File: config.mk
export PLATFORM = sky130hd
export DESIGN_NAME = bcd_display_driver
export DESIGN_NICKNAME = d
export VERILOG_FILES = /design/src/rtl/bcd_display_driver.sv
export SDC_FILE = /design/constraint.sdc
export NUM_CORES = 1
export LEC_CHECK = 0
export BUFFER_PORTS_ARGS = -buffer_cell sky130_fd_sc_hd__clkbuf_2
export CAP_MARGIN = 10
export CORE_MARGIN = 2
export CORE_UTILIZATION = 45
export DETAILED_ROUTE_END_ITERATION = 7
export GPL_ROUTABILITY_DRIVEN = 0
export PLACE_DENSITY = 0.69
export SYNTH_ARGS = -nofsm -noshare
export SYNTH_HDL_FRONTEND = slang
export SYNTH_SLANG_ARGS = --single-unit
File: constraint.sdc
create_clock -name clk -period 3.9 [get_ports clk]
set_input_delay 0.78 -clock clk [delete_from_list [all_inputs] [get_ports clk]]
set_output_delay 0.78 -clock clk [all_outputs]
set_load 0.02 [all_outputs]
File: src/rtl/bcd_display_driver.sv
// Sequential binary-to-BCD converter (double-dabble, one bit per clock) driving
// DIGITS active-low 7-segment displays with optional leading-zero blanking.
module bcd_display_driver #(
    parameter int WIDTH    = 8,
    parameter int DIGITS   = 3,
    parameter int BLANK_LZ = 1
) (
    input  logic                  clk,
    input  logic                  rst,
    input  logic                  start,
    input  logic [WIDTH-1:0]      bin,
    output logic                  busy,
    output logic                  done,
    output logic [4*DIGITS-1:0]   bcd,
    output logic [7*DIGITS-1:0]   seg
);

    localparam int CW = $clog2(WIDTH + 1);
    localparam int BW = 4 * DIGITS;
    localparam int SW = 7 * DIGITS;

    function automatic longint f_pow10(input int n);
        longint r;
        r = 1;
        for (int i = 0; i < n; i++) r = r * 10;
        return r;
    endfunction

    if (WIDTH < 1 || WIDTH > 16) begin : g_bad_width
        $error("bcd_display_driver: WIDTH must be in 1..16");
    end
    if (f_pow10(DIGITS) <= ((longint'(1) << WIDTH) - 1)) begin : g_bad_digits
        $error("bcd_display_driver: DIGITS too small to hold 2^WIDTH-1");
    end

    function automatic logic [6:0] f_glyph(input logic [3:0] d);
        case (d)
            4'd0:    return 7'b1000000;
            4'd1:    return 7'b1111001;
            4'd2:    return 7'b0100100;
            4'd3:    return 7'b0110000;
            4'd4:    return 7'b0011001;
            4'd5:    return 7'b0010010;
            4'd6:    return 7'b0000010;
            4'd7:    return 7'b1111000;
            4'd8:    return 7'b0000000;
            4'd9:    return 7'b0011000;
            default: return 7'b1111111;
        endcase
    endfunction

    typedef enum logic [1:0] {StIdle, StShift, StDone} state_e;

    state_e             r_state;
    logic [CW-1:0]      r_cnt;
    logic [WIDTH-1:0]   r_sr;
    logic [BW-1:0]      r_scratch;
    logic               r_busy;
    logic               r_done;
    logic [BW-1:0]      r_bcd;
    logic [SW-1:0]      r_seg;

    logic [BW-1:0]      w_adj;
    logic [BW-1:0]      w_scratch_nxt;
    logic [SW-1:0]      w_seg_nxt;

    // Add-3 correction followed by the one-bit shift of {scratch, shift register}.
    always_comb begin
        w_adj = r_scratch;
        for (int k = 0; k < DIGITS; k++) begin
            if (r_scratch[4*k +: 4] >= 4'd5) begin
                w_adj[4*k +: 4] = r_scratch[4*k +: 4] + 4'd3;
            end
        end
        w_scratch_nxt = (w_adj << 1) | BW'(r_sr[WIDTH-1]);
    end

    // Walk from the most significant digit; units digit is never blanked.
    always_comb begin
        logic v_lead;
        v_lead    = 1'b1;
        w_seg_nxt = '1;
        for (int k = DIGITS - 1; k >= 0; k--) begin
            if (w_scratch_nxt[4*k +: 4] != 4'd0) v_lead = 1'b0;
            if (BLANK_LZ != 0 && v_lead && k != 0) begin
                w_seg_nxt[7*k +: 7] = 7'b1111111;
            end else begin
                w_seg_nxt[7*k +: 7] = f_glyph(w_scratch_nxt[4*k +: 4]);
            end
        end
    end

    always_ff @(posedge clk) begin
        if (rst) begin
            r_state   <= StIdle;
            r_cnt     <= '0;
            r_sr      <= '0;
            r_scratch <= '0;
            r_busy    <= 1'b0;
            r_done    <= 1'b0;
            r_bcd     <= '0;
            r_seg     <= '1;
        end else begin
            unique case (r_state)
                StIdle: begin
                    r_done <= 1'b0;
                    if (start) begin
                        r_sr      <= bin;
                        r_scratch <= '0;
                        r_cnt     <= CW'(WIDTH);
                        r_busy    <= 1'b1;
                        r_state   <= StShift;
                    end
                end
                StShift: begin
                    r_scratch <= w_scratch_nxt;
                    r_sr      <= r_sr << 1;
                    r_cnt     <= r_cnt - 1'b1;
                    if (r_cnt == CW'(1)) begin
                        r_state <= StDone;
                        r_done  <= 1'b1;
                        r_bcd   <= w_scratch_nxt;
                        r_seg   <= w_seg_nxt;
                    end
                end
                StDone: begin
                    r_done  <= 1'b0;
                    r_busy  <= 1'b0;
                    r_state <= StIdle;
                end
                default: begin
                    r_done  <= 1'b0;
                    r_busy  <= 1'b0;
                    r_state <= StIdle;
                end
            endcase
        end
    end

    assign busy = r_busy;
    assign done = r_done;
    assign bcd  = r_bcd;
    assign seg  = r_seg;

endmodule

# Word level (Yosys, flattened, before mapping)
# Memories as Yosys holds them, arrays and structs flattened. A register that Yosys moved wholly into a read port is not among the register bits.
# Index checks and enable logic that the tools add are counted.
[word_totals]
latchBits = 0
n_memories = 3
reg_bits = 61
elab_cells = 51
mem_bits_rw = 0
rom_bits = 336
[memory_table]
columns = ["name", "depth", "word_bits", "read_ports", "rd_clocked_by_memory_dff", "wr", "line_no", "source"]
rows = [
  ["(no name shown)", 16, 7, 1, 0, 0, "37", "case (d)"],
  ["(no name shown)", 16, 7, 1, 0, 0, "37", ""],
  ["(no name shown)", 16, 7, 1, 1, 0, "37", ""],
]
[op_classes]
eq_ne = 4
bitwise = 2
n_shift = 0
n_lt_le_gt_ge = 3
mul = 0
n_mux = 18
n_addsub = 4
n_reduce_logical = 9
div_mod_pow = 0
[ops]
columns = ["op", "n"]
rows = [
  ["12-bit one-hot mux with 2 select lines", 1],
  ["8-bit one-hot mux with 2 select lines", 1],
  ["7-bit 2-to-1 mux", 2],
  ["4-bit by 3-bit >= comparator with 1-bit output (second input constant)", 3],
  ["12-bit 2-to-1 mux", 1],
  ["4-bit 2-to-1 mux", 3],
  ["12-bit by 1-bit bitwise OR with 12-bit output", 1],
  ["4-bit by 2-bit adder with 4-bit output (second input constant)", 2],
  ["8-bit 2-to-1 mux", 1],
  ["4-bit one-hot mux with 2 select lines", 1],
  ["2-bit AND reduction", 4],
  ["4-bit nonzero test", 2],
  ["4-bit by 1-bit == test with 1-bit output (second input constant)", 1],
  ["2-bit 2-to-1 mux", 2],
  ["2-bit != test (second input constant)", 2],
  ["2-bit one-hot mux with 2 select lines", 1],
  ["4-bit by 1-bit subtractor with 4-bit output (second input constant)", 1],
  ["3-bit by 2-bit adder with 3-bit output (second input constant)", 1],
  ["1-bit 2-to-1 mux", 3],
  ["3-bit 2-to-1 mux", 1],
  ["2-bit by 1-bit == test with 1-bit output (second input constant)", 1],
  ["2-bit logical NOT", 1],
  ["1-bit one-hot mux with 2 select lines", 1],
  ["2-bit nonzero test", 1],
  ["2 further kinds", 2],
]

# Depth between registers and ports, before layout
# Gate-level depths: netlist of run 1.
[depth]
word_depth = 7
mapped_depth = 12
mapped_depth_nobuf = 12

# Worst setup path after synthesis of run 1
# No wires, ideal clock.
[synth_path]
path_kind = "register -> register"
start = "register r_scratch[4]"
end = "register r_seg[10] (netlist: seg[10])"
t_required_ns = 3.778
t_arrival_ns = 2.113
setup_slack_ns = 1.665
setup_ns = 0.122
path_stages_with_launch = 11
period_less_slack_ns = 2.235
path_cell_list = "dfxtp_1 -> inv_1 -> ha_1 -> nand2b_1 -> a21oi_1 -> xnor2_1 -> inv_1 -> ha_1 -> mux2_4 -> a211oi_2 -> o21ai_1"
[synth_via]
elab_chain_cells = 7
word_cells_on_any_way = 10
cone_classes = "add/sub: 1; order compare: 1; mux: 4; bitwise: 1; reduce/logical: 2; memory: 1"
[synth_lines]
columns = ["element", "line_no", "source"]
rows = [
  ["start: declaration", "57", "logic [BW-1:0] r_scratch;"],
  ["start signal: assignment", "116", "r_scratch <= w_scratch_nxt;"],
  ["4-bit by 2-bit adder with 4-bit output / 4-bit by 3-bit >= comparator with 1-bit output (equally long branches)", "72, 71", ""],
  ["4-bit 2-to-1 mux *", "71", "if (r_scratch[4*k +: 4] >= 4'd5) begin"],
  ["12-bit by 1-bit bitwise OR with 12-bit output *", "75", "w_scratch_nxt = (w_adj << 1) | BW'(r_sr[WIDTH-1]);"],
  ["parallel branches: the longest is 3 deep, another holds memory 16 x 7 bit", "--", ""],
  ["7-bit 2-to-1 mux *", "85", "if (BLANK_LZ != 0 && v_lead && k != 0) begin"],
  ["end signal: assignment", "123", "r_seg <= w_seg_nxt;"],
  ["end: declaration", "61", "logic [SW-1:0] r_seg;"],
]
# Mark *: on every way between the ends.
# A chain may end at the register's enable or synchronous reset.

# Worst setup path after layout of run 1
[layout_path]
start = "register r_scratch[1]"
end = "register r_seg[13] (netlist: seg[13])"
[layout_via]
elab_chain_cells = 6
word_cells_on_any_way = 8
cone_classes = "add/sub: 1; order compare: 1; mux: 3; bitwise: 1; reduce/logical: 1; memory: 1"
[layout_lines]
columns = ["element", "line_no", "source"]
rows = [
  ["4-bit by 2-bit adder with 4-bit output / 4-bit by 3-bit >= comparator with 1-bit output (equally long branches)", "72, 71", ""],
  ["4-bit 2-to-1 mux *", "71", ""],
  ["via w_adj[3]", "63", "logic [BW-1:0] w_adj;"],
  ["12-bit by 1-bit bitwise OR with 12-bit output *", "75", ""],
  ["parallel branches: the longest is 2 deep, another holds memory 16 x 7 bit", "--", ""],
  ["7-bit 2-to-1 mux *", "85", ""],
]
# Mark *: on every way through the listed nets, which the timed path passes.

==> flow_metrics.py, run 1 <==
metrics = {
    "outcome": {
        "status": "complete, no violations",
    },
    "global_routing": {
        "grt_pass1_wl_mm": 11.0,
        "grt_max_degree": 39,
        "antenna_found_initial": 0,
        "grtUsageTotal": 0.187,
        "grt_pass1_vias": 2356,
        "overflow": 0,
    },
    "sta": {
        "fin_crit_sh": 0.648,
        "max_freq_mhz": 396,
        "slew_violations": 0,
        "setup_violations": 0,
        "tightest_slew_ns": 0.840,
        "fin_crit_ns": 2.53,
        "layout_setup_ws_ns": 1.37,
        "grt_setup_unrepaired": "false",
        "finalSetupTns_ns": 0,
        "hold_viol": 0,
        "skew_ns": 0.00649,
        "slew_headroom": 0.438,
    },
    "placement": {
        "dp_slack_ns": 1.41,
        "hpwl_mm": 4.62,
        "placed_cells": 472,
        "io_buffers": 45,
    },
    "route": {
        "drtIter0Drc": 105,
        "drt-wirelength-per-cell_um": 13.4,
        "ant_nets": 0,
        "drc": 0,
        "firstDrtPassIters": 4,
        "dr_total_vias": 2624,
        "avgViaCountPerCell": 5.38,
        "routed_wirelength_mm": 6.54,
    },
    "logic_synthesis": {
        "synth_edf_count": 0,
        "synth_xor_area_frac": 0.0110,
        "synth_top_area_frac": 0.399,
        "synth_cell_types": 57,
        "syn_nets": 390,
        "ys_ff_latch": 61,
        "avgSynthCellArea_um2": 8.45,
        "seq_area_frac_synth": 0.399,
        "synthesis.instances": 362,
        "syn_area_um2": 3060,
        "synth_most_common_cell": "dfxtp_1",
        "synth_top_family_by_area": "simple AND/OR/NAND/NOR gates",
        "ys.flop_type": "dfxtp_1",
        "synth_compound_area_frac": 0.205,
        "yosys.area_share.simple": 0.235,
        "synthTopCellsByArea": "dfxtp_1, nand2_1, ha_1",
        "yosysTopAreaCell": "dfxtp_1",
        "synth_common_cells": "dfxtp_1, nand2_1, nor2_1",
        "synth.area.mux_share": 0.0323,
        "async_reset_ff_frac": 0,
        "synth_fa_ha_area_frac": 0.0695,
        "yosys_warnings": 0,
    },
    "cts": {
        "clkTransAtPathRegs_ns": 0.07,
        "root_buffer": "clkbuf_8",
        "ctsHoldBuffers": 0,
        "cts_resized": 0,
        "cts_sinks": 61,
        "clockBufferDepth": 2,
        "h-tree-depth": 3,
        "clkLatencyLatePin_ns": 0.35,
        "cts_buffers": 9,
        "cts_tree": "done",
        "postCtsSetupRepairBufs": 0,
    },
    "floorplan": {
        "num_rows": 30,
        "die_h_um": 86.5,
        "die_w_um": 86.5,
        "initial_utilization": 0.458,
        "die-area_um2": 7480,
        "ios": 46,
        "core_area_um2": 6680,
    },
    "layout": {
        "fill_cells": 672,
        "syn2layout_area_growth_pct": 14.7,
        "antennaDiodeCount": 0,
        "finalNetCount": 431,
        "finalNonFillerCells": 488,
        "drive_gt1_frac": 0.213,
    },
    "power_and_ir_drop": {
        "vdd_drop_max_v": 0.000190,
        "p_total_w": 0.00134,
        "power.density_nw_per_um2": 382,
        "power.leakage_nw": 1.47,
    },
    "hold_path": {
        "holdCritPathClass": "flip-flop to flip-flop",
    },
    "worst_setup_path": {
        "worst_setup_path_start_kind": "flip-flop",
        "critical_path_arrival_ns": 2.76,
        "endpoint_kind": "flip-flop",
        "cp_max_fo": 7,
        "worstPathRequired_ns": 4.13,
        "criticalPathCategory": "flip-flop to flip-flop",
    },
    "run": {
        "cap_violations": 0,
    },
}
==> where the power goes <==
| group | switching (W) | internal [W] |
|---|---|---|
| combinational | 0.0000741 | 0.0000427 |
| sequential | 0.0000176 | 0.000645 |
| clock | 0.000251 | 0.000311 |
| total | 0.000342 | 0.000999 |
==> metal layers <==
metal  vias to the layer above  GRT usage  share of wire  routed length [µm]
met5                         -          0              0                   0
met4                         0     0.0852          0.019                 123
met3                        12     0.0410          0.036                 237
met2                        44      0.298           0.46                3000
met1                      1223      0.241           0.49                3170
li1                       1345          -              -                   -
==> through the flow <==
step	hold WS [ns]	area [µm²]	util
after global placement	0.448	3320	0.497
after global routing	0.489	3510	0.525
after floorplan	0.441	3060	-
final	0.457	3510	0.525
after CTS	0.458	3510	0.525
after detailed placement	0.449	3320	0.497
==> registers in the layout (all words and copies together) (netlist names) <==
register,cells
bcd,12
busy,1
done,1
r_cnt,4
r_scratch,12
r_sr,8
r_state,2
seg,21
==> kinds of logic (layout without fill, tap and decap cells) <==
kind of cell,count (synthesis),after routing
buf+inv,34,80
fa+ha+maj,17,17
flops,61,61
mux,9,9
simple gates,147,147
compound gates,91,91
xor+xnor,3,3
==> final timing paths <==
check | from | endpoint | slack (ns) | depth (start not counted)
worst min-delay path | bcd[5] | bcd[5] | 0.46 | 2
worst max register to register | r_scratch[1] | seg[13] | 1.37 | 12
worst min register to register | bcd[5] | bcd[5] | 0.46 | 2
worst max-delay path | r_scratch[1] | seg[13] | 1.37 | 12
==> layout make-up <==
| type | count | area [µm²] | share of cell area |
|---|---|---|---|
| Inverter | 17 | 63.8 | 0.0182 |
| Tap cell | 80 | 100 | 0.0285 |
| Clock inverter | 4 | 47.5 | 0.0135 |
| Sequential cell | 61 | 1220 | 0.348 |
| Clock buffer | 12 | 145 | 0.0413 |
| Multi-Input combinational cell | 267 | 1690 | 0.482 |
| Timing Repair Buffer | 47 | 240 | 0.0684 |
==> worst max-delay path: stages (launching register included) <==
cell	delay (ns)
dfxtp_1	0.35
inv_1	0.09
ha_1	0.18
nand2b_1	0.17
nor3b_1	0.15
a21oi_1	0.46
inv_1	0.15
ha_1	0.24
inv_1	0.07
nor2_1	0.04
or3_1	0.30
o311ai_0	0.10
a21oi_1	0.11
==> cells in the final DEF (no fill, tap or decap), types with 5 or more instances in the layout <==
cell type   n
a211oi_1    7
nand2_1    60
o21ai_0    15
clkbuf_2   45
o21ai_1     6
ha_1       17
nor3_1     11
clkbuf_8   10
inv_1      17
nand2b_1    8
dfxtp_1    61
mux2i_1     5
nand3_1     9
a21oi_1    25
nor2_1     33
a311oi_1    8
Power figures use the tool's default switching activity.
==> inputs of run 2 (changes only) <==
- ABC_AREA: unset -> 1
- clock period: 3.9 -> 2.35 ns (I/O delays scaled with it)
==> run 2 against run 1 <==
Effect of this change: routed wire length up 3.0%; clock power up 89%; sequential power up 70%; non-clock buffer count up 1; clock skew down 0.00072 ns; combinational power rose to 2.5 times the previous value; utilization up 2.3 points; final cell count up 8.4%; final area up 0.82%; via count up 5.3%; critical endpoint is now seg[7]; critical path type unchanged.
==> flow_metrics.py, run 2 <==
metrics = {
    "power_and_ir_drop": {
        "p_sw_w": 0.000639,
        "pwr-share-clk": 0.425,
        "p_int_w": 0.00185,
        "power_frac_comb": 0.120,
        "p_total_w": 0.00249,
        "swShare": 0.257,
        "power.leakage_nw": 1.64,
        "power.density_nw_per_um2": 703,
        "vdd_drop_max_v": 0.000418,
        "p_seq_frac": 0.455,
    },
    "global_routing": {
        "grt_max_degree": 38,
        "overflow": 0,
        "antenna_found_initial": 0,
        "grtUsageTotal": 0.188,
        "grt_pass1_wl_mm": 11.2,
        "grt_pass1_vias": 2590,
    },
    "cts": {
        "cts_tree": "done",
        "clkLatencyLatePin_ns": 0.34,
        "cts_buffers": 9,
        "h-tree-depth": 3,
        "cts_sinks": 61,
        "clkTransAtPathRegs_ns": 0.07,
        "clockBufferDepth": 2,
        "ctsHoldBuffers": 0,
        "root_buffer": "clkbuf_8",
        "postCtsSetupRepairBufs": 0,
        "cts_resized": 0,
    },
    "sta": {
        "max_freq_mhz": 476,
        "slew_violations": 0,
        "fin_crit_ns": 2.10,
        "setup_violations": 0,
        "slew_headroom": 0.648,
        "hold_viol": 0,
        "layout_setup_ws_ns": 0.249,
        "finalSetupTns_ns": 0,
        "skew_ns": 0.00577,
        "grt_setup_unrepaired": "false",
        "hold_ws_ns": 0.368,
        "tightest_slew_ns": 0.527,
        "fin_crit_sh": 0.894,
    },
    "route": {
        "drc": 0,
        "drtIter0Drc": 191,
        "drt-wirelength-per-cell_um": 12.7,
        "ant_nets": 0,
        "avgViaCountPerCell": 5.22,
        "routed_wirelength_mm": 6.73,
        "dr_total_vias": 2762,
        "firstDrtPassIters": 4,
    },
    "worst_setup_path": {
        "r2r_cells": 13,
        "criticalPathCategory": "flip-flop to flip-flop",
        "cp-startpoint": "r_scratch[0]",
        "worstPathRequired_ns": 2.59,
        "r2r-start": "r_scratch[0]",
        "worstReg2RegEnd": "seg[7]",
        "cp_max_fo": 7,
        "worst_setup_path_start_kind": "flip-flop",
        "endpoint_kind": "flip-flop",
        "crit_end": "seg[7]",
        "ff2ff_setup_slack_ns": 0.25,
        "critical_path_arrival_ns": 2.34,
    },
    "floorplan": {
        "num_rows": 29,
        "initial_utilization": 0.471,
        "core_area_um2": 6460,
        "die_w_um": 86.2,
        "die_h_um": 86.2,
        "ios": 46,
        "die-area_um2": 7430,
    },
    "logic_synthesis": {
        "synthesis.instances": 401,
        "synth_edf_count": 0,
        "synth_most_common_cell": "nand2_1",
        "ys.flop_type": "dfxtp_1",
        "async_reset_ff_frac": 0,
        "syn_nets": 429,
        "seq_area_frac_synth": 0.401,
        "yosysTopAreaCell": "dfxtp_1",
        "synth_cell_types": 32,
        "synth_common_cells": "nand2_1, dfxtp_1, inv_1, nand3_1, o21ai_0",
        "synth_top_area_frac": 0.401,
        "ys_ff_latch": 61,
        "synthTopCellsByArea": "dfxtp_1, nand2_1, ha_1",
        "avgSynthCellArea_um2": 7.59,
        "syn_area_um2": 3040,
        "yosys_warnings": 0,
    },
    "hold_path": {
        "min_from": "bin[4]",
        "holdCritPathClass": "input pin to flip-flop",
    },
    "placement": {
        "postPlaceCellArea_um2": 3310,
        "hpwl_mm": 4.70,
        "io_buffers": 45,
        "dp_slack_ns": 0.260,
    },
    "run": {
        "cap_violations": 0,
    },
    "layout": {
        "layout_commonest_cell": "nand2_1",
        "largest_reg_flops": 21,
        "antennaDiodeCount": 0,
        "syn2layout_area_growth_pct": 16.4,
        "finalNetCount": 475,
        "drive_gt1_frac": 0.210,
        "final_area_um2": 3540,
        "final_cell_mix": "nand2_1, dfxtp_1, clkbuf_2, inv_1, nand3_1",
    },
    "outcome": {
        "status": "complete, no violations",
    },
}
## run 2: cell types whose count changed after synthesis, sizes merged, moves of 5 or more
cell / previous run / this run
nand4: 0 / 8
nand2: 61 / 118
nand2b: 9 / 0
nor3: 13 / 1
a22o: 5 / 0
inv: 17 / 42
nor2: 38 / 20
a211oi: 9 / 0
nand3: 9 / 39
mux2i: 5 / 0
o22ai: 0 / 13
o21ai: 23 / 32
a311oi: 8 / 0
## run 2: area by class of cell
type                            instances  area (µm²)
Fill cell                             609        2920
Multi-Input combinational cell        285        1580
Sequential cell                        61        1220
Timing Repair Buffer                   48         248
Inverter                               42         165
Clock buffer                           12         155
Tap cell                               77        96.3
Clock inverter                          4        70.1
## run 2: critical path, stage by stage, from the launching register on
cell and delay, ns:
dfxtp_1 0.47, inv_1 0.12, ha_1 0.22, inv_1 0.05
nand2_1 0.09, nand3_4 0.13, nand2_1 0.19, ha_1 0.25
inv_1 0.10, nand3_1 0.09, nand3_1 0.09, nand3_1 0.08
nand2_1 0.06, nand2_1 0.04
## run 2: through the flow
stage / util / std cells
floorplan: - / 401
finish: 0.548 / 529
global placement: 0.513 / 513
global route: 0.548 / 529
detailed placement: 0.513 / 513
CTS: 0.548 / 529
## run 2: kinds of logic after synthesis
group / Yosys count / share of synthesized area
AND/OR/NAND/NOR: 186 / 0.290
XOR/XNOR: 4 / 0.0177
buffers and inverters: 55 / 0.0777
AO/OA/AOI/OAI: 78 / 0.144
adder cells (fa/ha/maj): 17 / 0.0699
flip-flops: 61 / 0.401
## run 2: how the worst min path moves through the flow
| stage | slack [ns] | depth (start not counted) | endpoint |
|---|---|---|---|
| final | 0.37 | 3 | r_sr[4] |
| after global routing | 0.37 | 3 | r_sr[0] |
| after CTS | 0.36 | 3 | r_sr[4] |
| after detailed placement | 0.46 | 2 | seg[12] |
| after global placement | 0.45 | 2 | r_sr[0] |
| after floorplan | 0.44 | 2 | r_sr[0] |
## run 2: layer usage
layer | track usage | part of all wire
met4 | 0.101 | 0.023
met2 | 0.319 | 0.48
met3 | 0.0429 | 0.040
met5 | 0 | 0
met1 | 0.222 | 0.46
## run 2: power by group through the flow
stage	Sequential, W	Clock (W)	Combinational [W]
floorplan	0.00118	0	0.000193
detailed placement	0.00116	0	0.000300
finish	0.00113	0.00106	0.000298
global route	0.00114	0.00112	0.000333
CTS	0.00113	0.00107	0.000302
global placement	0.00115	0	0.000295
==> inputs of run 3 (changes only) <==
- ABC_AREA: 1 -> unset
- SLEW_MARGIN: unset -> 10
==> run 3 against run 2 <==
Effect of this change: final cell count shrank 4.9%; clock power grew 10%; critical path type unchanged; final area grew 4.4%; largest cell class unchanged.
==> flow_metrics.py, run 3 (synthesis gave the netlist of run 1 again) <==
metrics = {
    "power_and_ir_drop": {
        "swShare": 0.247,
        "pwr-share-clk": 0.472,
        "power.leakage_nw": 1.58,
        "p_sw_w": 0.000611,
        "p_seq_frac": 0.445,
        "vdd_drop_max_v": 0.000369,
        "p_int_w": 0.00186,
        "power_frac_comb": 0.083,
        "power.density_nw_per_um2": 668,
    },
    "floorplan": {
        "initial_utilization": 0.458,
        "die_h_um": 86.5,
        "die_w_um": 86.5,
        "num_rows": 30,
        "die-area_um2": 7480,
        "core_area_um2": 6680,
        "ios": 46,
    },
    "layout": {
        "drive_gt1_frac": 0.258,
        "fin_util": 0.553,
        "antennaDiodeCount": 0,
        "finalNonFillerCells": 503,
        "syn2layout_area_growth_pct": 20.7,
        "largest_reg_flops": 21,
        "final_cell_mix": "nand2_1, dfxtp_1, clkbuf_2, nor2_1, a21oi_1",
        "finalNetCount": 446,
        "layout_commonest_cell": "nand2_1",
    },
    "sta": {
        "max_freq_mhz": 452,
        "finalSetupTns_ns": 0,
        "skew_ns": 0.00777,
        "hold_viol": 0,
        "slew_headroom": 0.541,
        "setup_violations": 0,
        "fin_crit_ns": 2.21,
        "hold_ws_ns": 0.354,
        "slew_violations": 0,
        "grt_setup_unrepaired": "true",
        "fin_crit_sh": 0.941,
        "layout_setup_ws_ns": 0.138,
        "tightest_slew_ns": 0.689,
    },
    "worst_setup_path": {
        "critical_path_arrival_ns": 2.45,
        "criticalPathCategory": "flip-flop to flip-flop",
        "worstPathRequired_ns": 2.59,
        "endpoint_kind": "flip-flop",
        "cp_max_fo": 4,
        "worst_setup_path_start_kind": "flip-flop",
    },
    "route": {
        "avgViaCountPerCell": 5.33,
        "firstDrtPassIters": 4,
        "drc": 0,
        "dr_total_vias": 2683,
        "ant_nets": 0,
        "drt-wirelength-per-cell_um": 13.5,
        "routed_wirelength_mm": 6.80,
        "drtIter0Drc": 115,
    },
    "outcome": {
        "status": "complete, no violations",
    },
    "cts": {
        "clkTransAtPathRegs_ns": 0.07,
        "clkLatencyLatePin_ns": 0.36,
        "clockBufferDepth": 2,
        "cts_tree": "done",
        "cts_buffers": 9,
        "root_buffer": "clkbuf_8",
        "cts_sinks": 61,
        "h-tree-depth": 3,
        "postCtsSetupRepairBufs": 0,
    },
    "global_routing": {
        "antenna_found_initial": 0,
        "overflow": 0,
        "grt_pass1_wl_mm": 11.4,
        "grt_max_degree": 42,
        "grt_pass1_vias": 2477,
        "grtUsageTotal": 0.194,
    },
    "placement": {
        "io_buffers": 45,
        "hpwl_mm": 4.81,
        "dp_slack_ns": 0.0311,
        "placed_cells": 487,
    },
    "run": {
        "cap_violations": 0,
    },
    "hold_path": {
        "holdCritPathClass": "input pin to flip-flop",
    },
}
[run 3: what timing repair did]
action | CTS | global route
endpoints found under the setup margin | 0 | 7
resized for setup | 0 | 5
hold buffers | 0 | 0
[run 3: layer usage]
metal	part of all wire	global-route usage
met1	0.49	0.255
met2	0.46	0.299
met3	0.035	0.0390
met4	0.023	0.108
met5	0	0
[run 3: power by group through the flow]
stage	Sequential [W]	Combinational (W)	Clock, W
after detailed placement	0.00112	0.000206	0
after floorplan	0.00113	0.000133	0
after global placement	0.00112	0.000202	0
after global routing	0.00110	0.000231	0.00122
after CTS	0.00110	0.000207	0.00119
final	0.00110	0.000204	0.00117
[run 3: critical path: stages (launching register included)]
cell and delay (ns):
dfxtp_2 0.37, inv_1 0.07, ha_1 0.20, nand2b_1 0.18, a21oi_2 0.19, xnor2_2 0.17, inv_1 0.13, ha_1 0.21
mux2_4 0.27, a211oi_2 0.21, o21ai_1 0.08
[run 3: through the flow]
stage / area, µm² / total power, W
floorplan: 3060 / 0.00127
global placement: 3430 / 0.00132
detailed placement: 3430 / 0.00133
CTS: 3680 / 0.00250
global route: 3690 / 0.00256
finish: 3690 / 0.00247
[run 3: final cells by class]
type	instances	area, µm²
Tap cell	80	100
Clock inverter	7	123
Inverter	17	63.8
Sequential cell	61	1220
Clock buffer	9	124
Fill cell	617	2990
Timing Repair Buffer	62	353
Multi-Input combinational cell	267	1710
[run 3: final timing paths]
path / start / end / slack (ns) / cells after the start
max: r_scratch[5] / seg[10] / 0.14 / 10
min: bin[1] / r_sr[1] / 0.35 / 3
max reg2reg: r_scratch[5] / seg[10] / 0.14 / 10
min reg2reg: bcd[2] / bcd[2] / 0.46 / 2
